===== config.mk =====
export PLATFORM = sky130hd
export DESIGN_NAME = matmul_lanes
export DESIGN_NICKNAME = d
export VERILOG_FILES = /design/src/rtl/matmul_lanes.sv
export SDC_FILE = /design/constraint.sdc
export NUM_CORES = 2
export LEC_CHECK = 0
export CORE_ASPECT_RATIO = 0.9
export CORE_MARGIN = 2
export CORE_UTILIZATION = 57
export CTS_CLUSTER_DIAMETER = 50
export CTS_CLUSTER_SIZE = 12
export DETAILED_ROUTE_END_ITERATION = 16
export PLACE_DENSITY_LB_ADDON = 0.2
export SKIP_CTS_REPAIR_TIMING = 1
export SLEW_MARGIN = 20
export SYNTH_ARGS = -nofsm -noshare
export SYNTH_HDL_FRONTEND = slang
export SYNTH_SLANG_ARGS = --single-unit

===== constraint.sdc =====
create_clock -name clk -period 3.1 [get_ports clk]
set_clock_uncertainty 0.05 [all_clocks]
set_input_delay 0.465 -clock clk [delete_from_list [all_inputs] [get_ports clk]]
set_output_delay 0.465 -clock clk [all_outputs]
set_load 0.03 [all_outputs]

===== src/rtl/matmul_lanes.sv =====
// Multi-lane matrix-multiply engine computing M3 = M1 * M2^T, summing LANES products per cycle.
// Operands come from external RAMs with RD_LAT read latency; results go to a flat result RAM.
module matmul_lanes #(
  parameter int A        = 16,
  parameter int B        = 32,
  parameter int C        = 24,
  parameter int BITS     = 8,
  parameter int LANES    = 4,
  parameter int OUT_BITS = BITS * 4,
  parameter int RD_LAT   = 1
) (
  input  logic                   clk,
  input  logic                   rst_n,
  input  logic                   start,
  input  logic                   signed_mode,
  output logic                   busy,
  output logic                   done,
  output logic [$clog2(A)-1:0]   m1_addr,
  input  logic [B*BITS-1:0]      m1_data,
  output logic [$clog2(C)-1:0]   m2_addr,
  input  logic [B*BITS-1:0]      m2_data,
  output logic [$clog2(A*C)-1:0] m3_wr_addr,
  output logic [OUT_BITS-1:0]    m3_wr_data,
  output logic                   m3_wr_ena
);

  localparam int K  = B / LANES;
  localparam int KW = (K > 1) ? $clog2(K) : 1;
  localparam int LW = (RD_LAT > 1) ? $clog2(RD_LAT) : 1;
  localparam int RW = $clog2(A);
  localparam int CW = $clog2(C);
  localparam int FW = $clog2(A * C);

  generate
    if ((B % LANES) != 0) begin : g_lanesCheck
      $error("matmul_lanes: LANES must divide B");
    end
    if (RD_LAT < 1 || RD_LAT > 3) begin : g_latCheck
      $error("matmul_lanes: RD_LAT must be 1..3");
    end
  endgenerate

  typedef enum logic [2:0] {
    S_IDLE,
    S_FETCH,
    S_ACCUM,
    S_WRITE,
    S_FIN
  } state_t;

  state_t              r_state;
  state_t              w_next;
  logic [1:0]          r_rstSync;
  logic                w_rstN;
  logic                r_signed;
  logic                r_busy;
  logic                r_done;
  logic [RW-1:0]       r_row;
  logic [CW-1:0]       r_col;
  logic [KW-1:0]       r_chunk;
  logic [LW-1:0]       r_latCnt;
  logic [OUT_BITS-1:0] r_acc;
  logic [OUT_BITS-1:0] r_wrData;
  logic [FW-1:0]       r_wrAddr;
  logic                r_wrEna;
  logic [OUT_BITS-1:0] w_chunkSum;
  logic [OUT_BITS-1:0] w_accNext;
  logic [FW-1:0]       w_flatAddr;
  logic                w_lastChunk;
  logic                w_latDone;
  logic                w_lastElem;

  function automatic logic [OUT_BITS-1:0] extend(input logic [BITS-1:0] v, input logic sgn);
    return sgn ? {{(OUT_BITS-BITS){v[BITS-1]}}, v} : {{(OUT_BITS-BITS){1'b0}}, v};
  endfunction

  // Reset asserts asynchronously but releases only after two clean clock edges
  always_ff @(posedge clk or negedge rst_n) begin
    if (!rst_n) r_rstSync <= '0;
    else        r_rstSync <= {r_rstSync[0], 1'b1};
  end
  assign w_rstN = r_rstSync[1];

  assign w_lastChunk = (r_chunk == KW'(K - 1));
  assign w_latDone   = (r_latCnt == LW'(RD_LAT - 1));
  assign w_lastElem  = (r_row == RW'(A - 1)) && (r_col == CW'(C - 1));
  assign w_flatAddr  = FW'(r_row) * FW'(C) + FW'(r_col);
  assign w_accNext   = r_acc + w_chunkSum;

  always_comb begin
    w_chunkSum = '0;
    for (int l = 0; l < LANES; l++) begin
      w_chunkSum = w_chunkSum
                 + extend(m1_data[(int'(r_chunk) * LANES + l) * BITS +: BITS], r_signed)
                 * extend(m2_data[(int'(r_chunk) * LANES + l) * BITS +: BITS], r_signed);
    end
  end

  always_ff @(posedge clk or negedge w_rstN) begin
    if (!w_rstN) r_state <= S_IDLE;
    else         r_state <= w_next;
  end

  always_comb begin
    w_next = r_state;
    case (r_state)
      S_IDLE:  if (start) w_next = S_FETCH;
      S_FETCH: if (w_latDone) w_next = S_ACCUM;
      S_ACCUM: if (w_lastChunk) w_next = S_WRITE;
      S_WRITE: w_next = w_lastElem ? S_FIN : S_FETCH;
      S_FIN:   w_next = S_IDLE;
      default: w_next = S_IDLE;
    endcase
  end

  // The result strobe is raised on the last accumulate so it is valid during WRITE
  always_ff @(posedge clk or negedge w_rstN) begin
    if (!w_rstN) begin
      r_signed <= 1'b0;
      r_busy   <= 1'b0;
      r_done   <= 1'b0;
      r_row    <= '0;
      r_col    <= '0;
      r_chunk  <= '0;
      r_latCnt <= '0;
      r_acc    <= '0;
      r_wrData <= '0;
      r_wrAddr <= '0;
      r_wrEna  <= 1'b0;
    end else begin
      r_done  <= 1'b0;
      r_wrEna <= 1'b0;
      case (r_state)
        S_IDLE: begin
          if (start) begin
            r_signed <= signed_mode;
            r_row    <= '0;
            r_col    <= '0;
            r_latCnt <= '0;
            r_busy   <= 1'b1;
          end
        end
        S_FETCH: begin
          r_acc    <= '0;
          r_chunk  <= '0;
          r_latCnt <= w_latDone ? '0 : r_latCnt + LW'(1);
        end
        S_ACCUM: begin
          r_acc <= w_accNext;
          if (w_lastChunk) begin
            r_chunk  <= '0;
            r_wrEna  <= 1'b1;
            r_wrData <= w_accNext;
            r_wrAddr <= w_flatAddr;
          end else begin
            r_chunk <= r_chunk + KW'(1);
          end
        end
        S_WRITE: begin
          r_latCnt <= '0;
          if (!w_lastElem) begin
            if (r_col == CW'(C - 1)) begin
              r_col <= '0;
              r_row <= r_row + RW'(1);
            end else begin
              r_col <= r_col + CW'(1);
            end
          end
        end
        S_FIN: begin
          r_done <= 1'b1;
          r_busy <= 1'b0;
        end
        default: ;
      endcase
    end
  end

  assign busy       = r_busy;
  assign done       = r_done;
  assign m1_addr    = r_row;
  assign m2_addr    = r_col;
  assign m3_wr_addr = r_wrAddr;
  assign m3_wr_data = r_wrData;
  assign m3_wr_ena  = r_wrEna;

endmodule


; Yosys cells after proc, flatten, opt, wreduce, memory -nomap -nowiden
; Index checks and enable logic that the tools add are counted.
[op_classes]
mux = 32
mul = 5
n_eq_ne = 12
addsub = 12
shifts = 8
reduce_logical = 13
[op_table]
columns = operator, n
row1 = variable part select 256 x 10 -> 8 bit, 3
row2 = variable part select 256 x 32 -> 8 bit, 3
row3 = variable part select 256 x 9 -> 8 bit, 2
row4 = two-way mux 32 bit, 8
row5 = adder 32 bit, 4
row6 = multiplier 32 x 32 -> 32 bit, 4
row7 = case mux 32 bit (2 select lines), 1
row8 = two-way mux 3 bit, 5
row9 = two-way mux 5 bit, 3
row10 = adder 5 x 2 -> 6 bit (second input constant), 2
row11 = two-way mux 4 bit, 3
row12 = case mux 3 bit (4 select lines), 1
row13 = != test 2 bit (second input constant), 5
row14 = case mux 5 bit (2 select lines), 1
row15 = adder 9 x 5 -> 9 bit, 1
row16 = case mux 4 bit (2 select lines), 1
row17 = AND reduction 2 bit, 4
row18 = adder 5 x 1 -> 6 bit (second input constant), 1
row19 = == test 3 x 2 -> 1 bit (second input constant), 2
row20 = == test 3 bit (second input constant), 2
row21 = multiplier 4 x 2 -> 6 bit (second input constant), 1
row22 = two-way mux 1 bit, 6
row23 = case mux 3 bit (2 select lines), 1
row24 = AND reduction 3 bit, 2
row25 = other kinds (14), 16
[word_totals]
out_inout_bits = 53
wordCells = 95
regBits = 95
input_bits = 516

; Logic depth before layout (Yosys ltp)
[logic_depth]
depth_word = 9
depth_mapped = 40
depth_no_buf = 36

; Worst setup path after synthesis
; No wires, ideal clock.
[synth_path]
path_kind = register to register
startpoint = register r_chunk[0]
endpoint = register r_acc[30]
required_ns = 2.928
synth_period_minus_slack_ns = 11.026
path_slack_ns = -7.926
path_stages_with_launch = 37
arrival_ns = 10.855
setup_time_ns = 0.122
path_buffers = 6
cell_sequence = dfrtp_1 -> buf_6 -> buf_12 -> buf_4 -> buf_4 -> buf_2 -> buf_4 -> mux4_2 -> mux2i_1 -> nor2_1 -> ha_1 -> inv_1 -> fa_1 -> fa_1 -> inv_1 -> fa_1 -> fa_1 -> inv_1 -> fa_1 -> inv_1 -> fa_1 -> fa_1 -> fa_1 -> fa_1 -> inv_1 -> fa_1 -> inv_1 -> ha_1 -> a211o_1 -> a211oi_1 -> o211ai_1 -> a21oi_1 -> o21bai_1 -> a21oi_1 -> nor4b_1 -> or3_1 -> a32o_1
[synth_via]
elab_chain_cells = 9
word_cells_on_any_way = 28
cone_classes = 7 x add/sub / 4 x mul / 8 x shift / 9 x mux
[synth_rtl]
columns = item, line_no
row1 = start: declaration, 60  ; logic [KW-1:0] r_chunk;
row2 = start signal: assignment, 156  ; r_chunk <= r_chunk + KW'(1);
row3 = adder 5 x 1 -> 6 bit, "94, 95"
row4 = variable part select 256 x 32 -> 8 bit or variable part select 256 x 10 -> 8 bit (tied branches), "94, 95"
row5 = two-way mux 32 bit, 74  ; return sgn ? {{(OUT_BITS-BITS){v[BITS-1]}}, v} : {{(OUT_BITS-BITS){1'b0}}, v};
row6 = multiplier 32 x 32 -> 32 bit, 95  ; * extend(m2_data[(int'(r_chunk) * LANES + l) * BITS +: BITS], r_signed);
row7 = adder 32 bit (2 in a row), 94  ; + extend(m1_data[(int'(r_chunk) * LANES + l) * BITS +: BITS], r_signed)
row8 = adder 32 bit *, 94
row9 = adder 32 bit *, 88  ; assign w_accNext = r_acc + w_chunkSum;
row10 = case mux 32 bit (2 select lines) *, 133  ; case (r_state)
row11 = end signal: assignment, 149  ; r_acc <= w_accNext;
row12 = end: declaration, 62  ; logic [OUT_BITS-1:0] r_acc;
; Every way passes the cells marked *; elsewhere a longest branch is shown, timed or not.
; A chain may end at the register's enable or synchronous reset.

; Worst setup path after layout
; Same ends and word-level chain as after synthesis.

==> summary.txt <==
STA
  • Final hold violation count: 0
  • Setup violations, final: 64
  • Final period utilization: 333%
  • Rel. slew slack: 48.0%
  • Unrepaired setup endpoints after global routing: true
  • Fmax: 0.0968 GHz
  • Final setup margin: -7.24 ns
  • Worst-Margin Slew: 0.777 ns
  • Final Critical Period: 10.34 ns
  • Pins Over Slew Limit: 0

Floorplan
  • Core region area: 73,400 um2
  • Initial Utilization: 57.8%
  • Row cnt: 94
  • Die W: 292 um
  • Io pins: 569
  • Die ar.: 76,600 um2
  • Chip Height: 263 um

Finish
  • Fillers: 5,166
  • Post-layout net count: 7,170
  • Final Util: 75.8%
  • Register area: 2370 um2
  • Area growth, synth to finish: 31.1%
  • Area of the multi-input gates: 35,900 um2
  • Share of cells above drive strength 1: 20.5%

GRT
  • Initial antenna violation count: 14
  • GRT Util Overall: 41.5%
  • First-pass GRT wire length: 230,000 um
  • Remaining global-route overflow: 0
  • Largest net degree at the start of global routing: 79
  • Vias in the first global route: 37,100

Outcome
  • Failing checks: negative setup slack
  • Status: complete, but fails checks

Logic synthesis
  • Top post-synthesis cells by area: fa_1 (49%), ha_1 (13%), inv_1 (11%)
  • Ys flop type: dfrtp_1
  • Number of flops mapped to enable cells by yosys: 0
  • Post-synth cell types: 61
  • Flops & latches, synth: 94
  • Post-Synthesis Net Count: 5,983
  • Register area share after synthesis: 5.54%
  • Ys Warns: 0
  • Async set-reset flop share out of synthesis: 100%
  • Top post-synthesis cells by count: inv_1 (1,212), fa_1 (1,039), ha_1 (452), nand2_1 (200), nor2_1 (188)
  • Mean Syn Cell Area: 10.7 um2
  • Mapped Area: 42,400 um2
  • Leading area contributor after synthesis: fa_1
  • Cells after synthesis: 3,976
  • Most numerous cell in the Yosys netlist: inv_1
  • Top-area cell type share of the netlist area: 49.0%

Clock network
  • CTS sink cnt: 94
  • H-tree levels: 3
  • Clock Pin Slew Worst Setup and Hold Paths: 0.08 ns
  • Root Driver: clkbuf_16
  • Clock Tree Buf Depth: 2
  • Num CTS Buffers: 9
  • Clock Latency Late Sink: 0.37 ns
  • CTS tree: done

Setup path
  • Cell mode on critical path: fa_1
  • CP bufs+invs: 9
  • Startpoint types: flip-flop
  • Worst Path Required: 3.31 ns
  • WS Path Type: reg -> reg
  • Critical path's slowest cell: dfrtp_4
  • Worst Path Arrival: 10.55 ns
  • Worst path top cell family by delay: adder cells
  • Critical Path Max Stage Delay: 0.55 ns
  • Crit path max fanout: 16
  • CP endpoint kind: flip-flop

Route
  • DR vias: 33,100
  • Final ANT Viol Nets: 0
  • WL/cell: 24.8 um
  • Highest Signal Layer: met5
  • Via-to-Cell Ratio: 5.39
  • Met3 WL: 17,300 um
  • Final Routed Wirelength: 152,000 um
  • First-pass iteration count of the detailed router: 5
  • WL met1: 60,300 um
  • DRC: 0
  • Met2 WL: 67,500 um
  • DR iter-0 viols: 2,568

Placed design
  • Detailed-placement wirelength estimate: 141,000 um
  • Port Buf Inserts: 568
  • RePlAce Congestion: 1.01

Hold path
  • HP Class: reg -> async

Flow run
  • Total of max-cap violations: 0
==> layout by cell type (no fill, tap or decap), drive strengths merged, types with 7 or more instances in the layout <==
master	n
inv	1219
fa	1039
buf	696
clkdlybuf4s50	568
ha	452
nand2	200
nor2	188
mux4	127
xnor2	109
dfrtp	94
o21ai	73
a21oi	55
mux2i	47
mux2	42
or2	32
xor2	31
nand2b	20
or3	19
and2	18
nor2b	16
a21o	15
nand3	14
clkbuf	10
o22ai	9
diode	8
and3	8
o21bai	8
nor3	7
==> path summary, 6_finish.rpt <==
check                        startpoint             to  slack (ns)  depth (start not counted)
max                          r_chunk[0]      r_acc[30]       -7.24                         34
min reg2reg                r_rstSync[1]  m3_wr_data[5]        0.19                          0
max in group asynchronous  r_rstSync[1]  m3_wr_addr[5]        2.07                          2
min                        r_rstSync[1]  m3_wr_data[5]        0.19                          0
max reg2reg                  r_chunk[0]      r_acc[30]       -7.24                         34
min in group clk           r_rstSync[0]   r_rstSync[1]        0.31                          0
==> state kept, by name, summed over array words and instances (netlist names), 2 cells and up <==
signal / cells
m3_wr_data: 32
m2_addr: 5
m3_wr_addr: 9
r_acc: 32
r_chunk: 3
m1_addr: 4
r_rstSync: 2
r_state: 3
==> cell families (layout without fill, tap and decap cells) <==
kind of cell	count (synthesis)	in the layout	share of synthesized area, %
mux	215	216	9.08
fa+ha+maj	1491	1491	62.3
flops	94	94	5.54
buf+inv	1308	2498	11.8
simple gates	530	530	5.50
compound gates	195	195	2.71
xor+xnor	142	142	3.01
other cells	1	9	0.00884
==> per-layer routing <==
metal | GRT usage [%] | vias to the layer above
met5 | 0 | -
met4 | 15.5 | 12
met3 | 13.2 | 294
met2 | 63.3 | 1562
met1 | 55.9 | 16900
li1 | - | 14300
==> metrics by stage <==
step	cell area [um2]	std cells	hold slack, ns	setup TNS, ns	setup WS [ns]
2_1_floorplan	43200	3976	0.119	-338.35	-6.85
3_3_place_gp	54900	6092	0.286	-374.55	-7.37
3_5_place_dp	54900	6092	0.293	-381.72	-7.53
4_1_cts	55100	6107	0.200	-376.12	-7.44
5_1_grt	55600	6128	0.208	-384.10	-7.53
6_report	55600	6135	0.186	-366.65	-7.24
==> layout make-up <==
class	count	area share, %
Tap cell	960	2.16
Sequential cell	94	4.26
Clock inverter	5	0.0787
Timing Repair Buffer	1264	20.2
Multi-Input combinational cell	2575	64.6
Clock buffer	10	0.412
Antenna cell	8	0.0360
Inverter	1219	8.24
Power is left out: the tool's default activity adds up to more than one toggle a clock period on the data nets, which glitch-free logic cannot reach.
